==> src/rtl/iter_multiplier.sv <==
// Iterative shift-add multiplier for the EX-stage multiply handshake.
// Retires STEP multiplier bits per cycle on operand magnitudes, then applies the sign in the last step.
//
// state | meaning
// IDLE  | waiting for mult_start_i; operands are captured when it is seen
// CALC  | accumulating partial products, cnt_q counts down to 0
// DONE  | product_o valid, mult_end_o high until mult_ack_i
module iter_multiplier #(
  parameter int WIDTH = 32,
  parameter int STEP  = 2
) (
  input  logic                 clk_i,
  input  logic                 rst_n_i,
  input  logic                 mult_start_i,
  input  logic                 mult_signed_i,
  input  logic [WIDTH-1:0]     mult_opd1_i,
  input  logic [WIDTH-1:0]     mult_opd2_i,
  input  logic                 mult_ack_i,
  input  logic                 flush_i,
  output logic [2*WIDTH-1:0]   product_o,
  output logic                 mult_end_o,
  output logic                 busy_o
);

  localparam int N  = WIDTH / STEP;
  localparam int CW = (N > 1) ? $clog2(N) : 1;
  localparam logic [CW-1:0] CNT_INIT = CW'(N - 1);

  typedef enum logic [1:0] {S_IDLE, S_CALC, S_DONE} state_t;

  state_t               state_q, state_d;
  logic [CW-1:0]        cnt_q, cnt_d;
  logic [2*WIDTH-1:0]   mcand_q, mcand_d;
  logic [2*WIDTH-1:0]   acc_q, acc_d;
  logic [2*WIDTH-1:0]   product_q, product_d;
  logic [2*WIDTH-1:0]   acc_sum;
  logic [WIDTH-1:0]     mplier_q, mplier_d;
  logic [WIDTH-1:0]     mag1, mag2;
  logic                 neg_q, neg_d;
  logic                 capture;

  always_ff @(posedge clk_i or negedge rst_n_i) begin
    if (!rst_n_i) state_q <= S_IDLE;
    else          state_q <= state_d;
  end

  // Flush beats everything, including start and ack.
  always_comb begin
    state_d = state_q;
    if (flush_i) begin
      state_d = S_IDLE;
    end else begin
      case (state_q)
        S_IDLE:  if (mult_start_i) state_d = S_CALC;
        S_CALC:  if (cnt_q == '0) state_d = S_DONE;
        S_DONE:  if (mult_ack_i) state_d = S_IDLE;
        default: state_d = S_IDLE;
      endcase
    end
  end

  always_comb begin
    mult_end_o = (state_q == S_DONE);
    busy_o     = (state_q != S_IDLE);
  end

  assign product_o = product_q;
  assign capture   = (state_q == S_IDLE) && mult_start_i && !flush_i;

  // Negating the most negative value gives 2^(WIDTH-1), which is exact as unsigned.
  always_comb begin
    mag1 = (mult_signed_i && mult_opd1_i[WIDTH-1]) ? -mult_opd1_i : mult_opd1_i;
    mag2 = (mult_signed_i && mult_opd2_i[WIDTH-1]) ? -mult_opd2_i : mult_opd2_i;
  end

  always_comb begin
    acc_sum = acc_q;
    for (int i = 0; i < STEP; i++) begin
      if (mplier_q[i]) acc_sum = acc_sum + (mcand_q << i);
    end
  end

  always_comb begin
    cnt_d     = cnt_q;
    mcand_d   = mcand_q;
    mplier_d  = mplier_q;
    acc_d     = acc_q;
    neg_d     = neg_q;
    product_d = product_q;
    if (capture) begin
      mcand_d  = {{WIDTH{1'b0}}, mag1};
      mplier_d = mag2;
      acc_d    = '0;
      neg_d    = mult_signed_i && (mult_opd1_i[WIDTH-1] ^ mult_opd2_i[WIDTH-1]);
      cnt_d    = CNT_INIT;
    end else if (state_q == S_CALC && !flush_i) begin
      acc_d    = acc_sum;
      mcand_d  = mcand_q << STEP;
      mplier_d = mplier_q >> STEP;
      if (cnt_q == '0) begin
        product_d = neg_q ? -acc_sum : acc_sum;
      end else begin
        cnt_d = cnt_q - CW'(1);
      end
    end
  end

  always_ff @(posedge clk_i or negedge rst_n_i) begin
    if (!rst_n_i) begin
      cnt_q     <= '0;
      mcand_q   <= '0;
      mplier_q  <= '0;
      acc_q     <= '0;
      neg_q     <= 1'b0;
      product_q <= '0;
    end else begin
      cnt_q     <= cnt_d;
      mcand_q   <= mcand_d;
      mplier_q  <= mplier_d;
      acc_q     <= acc_d;
      neg_q     <= neg_d;
      product_q <= product_d;
    end
  end

endmodule

==> config.mk <==
export PLATFORM = sky130hd
export DESIGN_NAME = iter_multiplier
export DESIGN_NICKNAME = d
export VERILOG_FILES = /design/src/rtl/iter_multiplier.sv
export SDC_FILE = /design/constraint.sdc
export NUM_CORES = 1
export LEC_CHECK = 0
export ABC_AREA = 1
export CORE_MARGIN = 1.5
export CORE_UTILIZATION = 51
export CTS_BUF_LIST = sky130_fd_sc_hd__clkbuf_16
export CTS_CLUSTER_DIAMETER = 30
export CTS_CLUSTER_SIZE = 8
export DETAILED_ROUTE_END_ITERATION = 8
export GPL_ROUTABILITY_DRIVEN = 1
export PLACE_DENSITY = 0.79
export SLEW_MARGIN = 30
export SYNTH_ARGS = -nofsm -noshare
export SYNTH_HDL_FRONTEND = slang
export SYNTH_SLANG_ARGS = --single-unit
==> constraint.sdc <==
create_clock -name clk_i -period 11.5 [get_ports clk_i]
set_input_delay 2.3 -clock clk_i [delete_from_list [all_inputs] [get_ports clk_i]]
set_output_delay 2.3 -clock clk_i [all_outputs]
set_load 0.005 [all_outputs]
==> impl_metrics.prom <==
# TYPE chip_impl_metric gauge
chip_impl_metric{name="nets",unit=""} 4833
chip_impl_info{name="clockRootBuffer",value="sky130_fd_sc_hd__clkbuf_16"} 1
chip_impl_metric{name="finClkSkew",unit="ns"} 0.03911
chip_impl_metric{name="synth_cells",unit=""} 4520
chip_impl_metric{name="routed_wirelength",unit="um"} 105800
chip_impl_metric{name="layout_setup_ws",unit="ns"} 5.577
chip_impl_metric{name="p_sw_frac",unit=""} 0.5317
chip_impl_metric{name="detailedRoute.firstPassIterationCount",unit=""} 7
chip_impl_info{name="min-delay-start",value="product_o[56]$_DFFE_PN0P_"} 1
chip_impl_metric{name="place_area",unit="mm^2"} 0.02766
chip_impl_info{name="cts_tree",value="done"} 1
chip_impl_metric{name="drive_above_1_share",unit=""} 0.06231
chip_impl_info{name="synth.largest_area_cell",value="sky130_fd_sc_hd__nand2_1"} 1
chip_impl_metric{name="initial_core_util",unit=""} 0.5154
chip_impl_metric{name="worst_setup_hold_path_clk_slew",unit="ns"} 0.04
chip_impl_metric{name="post_cts_resize_count",unit=""} 0
chip_impl_metric{name="core.rowCount",unit=""} 82
chip_impl_metric{name="synth_largest_type_area_fraction",unit=""} 0.2368
chip_impl_metric{name="fillers",unit=""} 5035
chip_impl_metric{name="cts-buffers-inserted",unit=""} 69
chip_impl_metric{name="worst_slew_margin_rel",unit=""} 0.3138
chip_impl_metric{name="static-leakage-power",unit="nW"} 15.94
chip_impl_metric{name="fin_util",unit=""} 0.6034
chip_impl_metric{name="synthesis.nets",unit=""} 4722
chip_impl_info{name="startpoint_type",value="flip-flop"} 1
chip_impl_metric{name="worst_pin_slew",unit="ns"} 1.029
chip_impl_metric{name="mappedNetlistArea",unit="mm^2"} 0.02580
chip_impl_metric{name="fmax",unit="GHz"} 0.1688
chip_impl_metric{name="via_per_instance_ratio",unit=""} 5.628
chip_impl_metric{name="fin_crit",unit="ns"} 5.923
chip_impl_metric{name="finish.instance_area",unit="mm^2"} 0.03021
chip_impl_metric{name="synth.yosys.warnings",unit=""} 0
chip_impl_info{name="yosys.cell_count.top_type",value="sky130_fd_sc_hd__nand2_1"} 1
chip_impl_metric{name="r2r_cells",unit=""} 27
chip_impl_metric{name="detailedPlace.worstSlack",unit="ns"} 5.637
chip_impl_metric{name="syn_avg_cell_area",unit="um^2"} 5.709
chip_impl_metric{name="globalRouteTotalUtil",unit=""} 0.4015
chip_impl_metric{name="worst-r2r-setup-slack",unit="ns"} 5.58
chip_impl_metric{name="layout_worst_path_cycle_share",unit=""} 0.5150
chip_impl_info{name="post_synth_top_flop",value="sky130_fd_sc_hd__dfrtp_1"} 1
chip_impl_metric{name="cell_internal_power",unit="mW"} 3.854
chip_impl_info{name="endpoint_type_of_the_worst_setup_path",value="flip-flop"} 1
chip_impl_metric{name="floorplan.io_pins",unit=""} 136
chip_impl_metric{name="critical_path_required",unit="ns"} 11.98
chip_impl_info{name="unrepaired_setup_endpoints_after_global_routing",value="false"} 1
chip_impl_metric{name="clock_group_share_of_total_power",unit=""} 0.245
chip_impl_metric{name="dieArea",unit="mm^2"} 0.05196
chip_impl_info{name="gr-max-usage-layer",value="met2"} 1
chip_impl_metric{name="netlist_cell_types",unit=""} 54
chip_impl_metric{name="timing.critical_path.fanout_max",unit=""} 5
chip_impl_info{name="synth.top_cells.by_count",value="1,628 x sky130_fd_sc_hd__nand2_1, 673 x sky130_fd_sc_hd__inv_1, 417 x sky130_fd_sc_hd__nand3_1, 396 x sky130_fd_sc_hd__nor2_1, 250 x sky130_fd_sc_hd__o21ai_0"} 1
chip_impl_info{name="timing.critical_path.from",value="mcand_q[26]$_DFFE_PN0P_"} 1
chip_impl_metric{name="met1_usage",unit=""} 0.4759
chip_impl_metric{name="yosys_register_bits",unit=""} 231
chip_impl_metric{name="final_antenna_net_count",unit=""} 0
chip_impl_metric{name="hold_viol",unit=""} 0
chip_impl_metric{name="grt_pass1_vias",unit=""} 28520
chip_impl_metric{name="seq_power_share",unit=""} 0.150
chip_impl_metric{name="cts-hold-fix-buffers",unit=""} 0
chip_impl_metric{name="port-buffer-count",unit=""} 135
chip_impl_info{name="netlist_top_cells_area",value="sky130_fd_sc_hd__nand2_1 24%, sky130_fd_sc_hd__dfrtp_1 22%, sky130_fd_sc_hd__inv_1 9.8%"} 1
chip_impl_info{name="critPathKind",value="reg2reg"} 1
chip_impl_metric{name="cts_max_path_buffers",unit=""} 3
chip_impl_metric{name="number_of_synthesized_flops_with_an_enable_pin",unit=""} 0
chip_impl_info{name="critical_path.reg2reg.startpoint",value="mcand_q[26]$_DFFE_PN0P_"} 1
chip_impl_metric{name="syn2layout_area_growth",unit="%"} 17.07
chip_impl_metric{name="grt_max_degree",unit=""} 117
chip_impl_metric{name="comb_power_share",unit=""} 0.605
chip_impl_metric{name="finalSetupTns",unit="ns"} 0
chip_impl_info{name="run_status",value="finished clean"} 1
chip_impl_metric{name="vias",unit=""} 30160
chip_impl_metric{name="cts-htree-levels",unit=""} 3
chip_impl_metric{name="critical_path_arrival",unit="ns"} 6.40
chip_impl_info{name="worstSetupEndpoint",value="product_o[55]$_DFFE_PN0P_"} 1
chip_impl_metric{name="coreArea",unit="mm^2"} 0.05007
chip_impl_metric{name="overflow",unit=""} 0
chip_impl_metric{name="yosysSeqAreaShare",unit=""} 0.2240
chip_impl_info{name="timing.hold.worst.class",value="reg2reg"} 1
chip_impl_metric{name="gp_congestion",unit=""} 1.126
chip_impl_metric{name="power.net_switching",unit="mW"} 4.376
chip_impl_metric{name="die_w",unit="um"} 227.9
chip_impl_metric{name="finalPower",unit="mW"} 8.231
chip_impl_metric{name="drc_violations_left",unit=""} 0
chip_impl_metric{name="grt_first_pass_wirelength",unit="um"} 160900
chip_impl_metric{name="detailedRoute.firstIterationViolations",unit=""} 3187
chip_impl_metric{name="cts_post_setup_buffers_inserted",unit=""} 0
chip_impl_metric{name="dp_hpwl",unit="um"} 83880
chip_impl_metric{name="ir_worst_vdd",unit="mV"} 0.2469
chip_impl_metric{name="power.density",unit="mW/mm^2"} 272.4
chip_impl_metric{name="number_of_antenna_diodes",unit=""} 0
chip_impl_metric{name="cts.sink_count",unit=""} 231
chip_impl_metric{name="die_h",unit="um"} 227.9
chip_impl_metric{name="report.final.slew_viol_count",unit=""} 0
chip_impl_info{name="r2r-end",value="product_o[55]$_DFFE_PN0P_"} 1
chip_impl_metric{name="drv.max_cap_violation_count",unit=""} 0
chip_impl_metric{name="clock_insertion_delay_worst_skew",unit="ns"} 0.61
chip_impl_metric{name="initial_antenna_violation_count",unit=""} 1
chip_impl_metric{name="report.final.setup_viol",unit=""} 0
chip_impl_metric{name="ys_async_sr_fraction",unit=""} 1.000
chip_impl_metric{name="global_route.usage.met3",unit=""} 0.06463
chip_impl_metric{name="route.detailed.wl_per_inst",unit="um"} 19.74
chip_impl_metric{name="global_route.usage.met2",unit=""} 0.6511
-- final cells by class --
cell class | count | area, um^2 | area share
clock buffer | 70 | 1752 | 0.05798
inverter | 692 | 2606 | 0.08627
tap | 672 | 840.8 | 0.02783
timing repair buffer | 154 | 1563 | 0.05173
clock inverter | 56 | 711.9 | 0.02357
sequential | 231 | 5783 | 0.1914
multi-input combinational | 3483 | 16950 | 0.5612
-- worst max-delay path, cell delays in order, from the launching register on --
cell	delay [ns]
sky130_fd_sc_hd__dfrtp_1	0.49
sky130_fd_sc_hd__ha_1	0.43
sky130_fd_sc_hd__nand2_1	0.13
sky130_fd_sc_hd__nor2_1	0.29
sky130_fd_sc_hd__nand2_1	0.13
sky130_fd_sc_hd__nor2_1	0.43
sky130_fd_sc_hd__nand3_1	0.33
sky130_fd_sc_hd__nand4_1	0.21
sky130_fd_sc_hd__nand2_1	0.07
sky130_fd_sc_hd__nand2_1	0.06
sky130_fd_sc_hd__nand2_1	0.09
sky130_fd_sc_hd__ha_1	0.37
sky130_fd_sc_hd__a21oi_1	0.24
sky130_fd_sc_hd__o21ai_0	0.19
sky130_fd_sc_hd__a21boi_0	0.44
sky130_fd_sc_hd__nand2_1	0.21
sky130_fd_sc_hd__inv_1	0.12
sky130_fd_sc_hd__nand3b_1	0.11
sky130_fd_sc_hd__nand3_1	0.10
sky130_fd_sc_hd__nand2_1	0.19
sky130_fd_sc_hd__nor2_1	0.27
sky130_fd_sc_hd__nand2_1	0.21
sky130_fd_sc_hd__nor2_1	0.16
sky130_fd_sc_hd__nand3_2	0.12
sky130_fd_sc_hd__nand2_2	0.13
sky130_fd_sc_hd__nand3_1	0.09
sky130_fd_sc_hd__nand3_1	0.09
sky130_fd_sc_hd__nand2_1	0.06
-- cell usage in the layout, fill, tap and decap left out, types with 37 or more instances in the layout --
cell / n
sky130_fd_sc_hd__xor2_1: 53
sky130_fd_sc_hd__o21ai_0: 250
sky130_fd_sc_hd__clkbuf_16: 70
sky130_fd_sc_hd__o22ai_1: 81
sky130_fd_sc_hd__ha_1: 130
sky130_fd_sc_hd__nor2_1: 395
sky130_fd_sc_hd__nor3_1: 47
sky130_fd_sc_hd__nand2_2: 42
sky130_fd_sc_hd__nand2_1: 1626
sky130_fd_sc_hd__inv_1: 673
sky130_fd_sc_hd__clkdlybuf4s50_1: 134
sky130_fd_sc_hd__nand3_1: 417
sky130_fd_sc_hd__dfrtp_1: 229
sky130_fd_sc_hd__nor2_2: 37
sky130_fd_sc_hd__a21oi_1: 170
-- how the worst min path moves through the flow --
stage / endpoint / cells past startpoint
after floorplan: mplier_q[15]$_DFFE_PN0P_ / 2
after global placement: mplier_q[11]$_DFFE_PN0P_ / 2
after detailed placement: product_o[49]$_DFFE_PN0P_ / 2
after CTS: product_o[49]$_DFFE_PN0P_ / 2
after global routing: mplier_q[29]$_DFFE_PN0P_ / 2
final: product_o[56]$_DFFE_PN0P_ / 2
-- power groups by stage --
stage,clock [mW],sequential (mW),combinational [mW]
final,2.02,1.24,4.98
after global routing,2.07,1.24,5.45
after CTS,2.03,1.22,4.85
after detailed placement,0,1.23,4.80
after global placement,0,1.23,4.79
after floorplan,0,1.10,3.43
-- metrics by stage --
stage | cells | hold WS [ns]
finish | 5358 | 0.4740
global route | 5358 | 0.4998
CTS | 5355 | 0.4810
detailed placement | 5229 | 0.4698
global placement | 5229 | 0.4629
floorplan | 4520 | 0.4494
-- sequential cells by signal (all words and copies together), names as in the netlist --
name and flops:
cnt_q 4, acc_q 64, mplier_q 32, neg_q 1, mcand_q 64, state_q 2, product_o 64
-- logic make-up (layout without fill, tap and decap cells) --
family	after synthesis	after routing	synth area share
AND/OR/NAND/NOR	2696	2696	0.4414
buffers and inverters	806	972	0.1199
AO/OA/AOI/OAI	580	580	0.1244
flip-flops	231	231	0.2240
adder cells (fa/ha/maj)	132	132	0.06459
XOR/XNOR	75	75	0.02575
-- per-layer routing --
| metal | wire (um) | up-vias |
|---|---|---|
| li1 | - | 14660 |
| met1 | 40390 | 13650 |
| met2 | 47720 | 1442 |
| met3 | 8405 | 402 |
| met4 | 9242 | 2 |
| met5 | 16 | - |
Note: power is estimated with default switching activity, not from simulation.
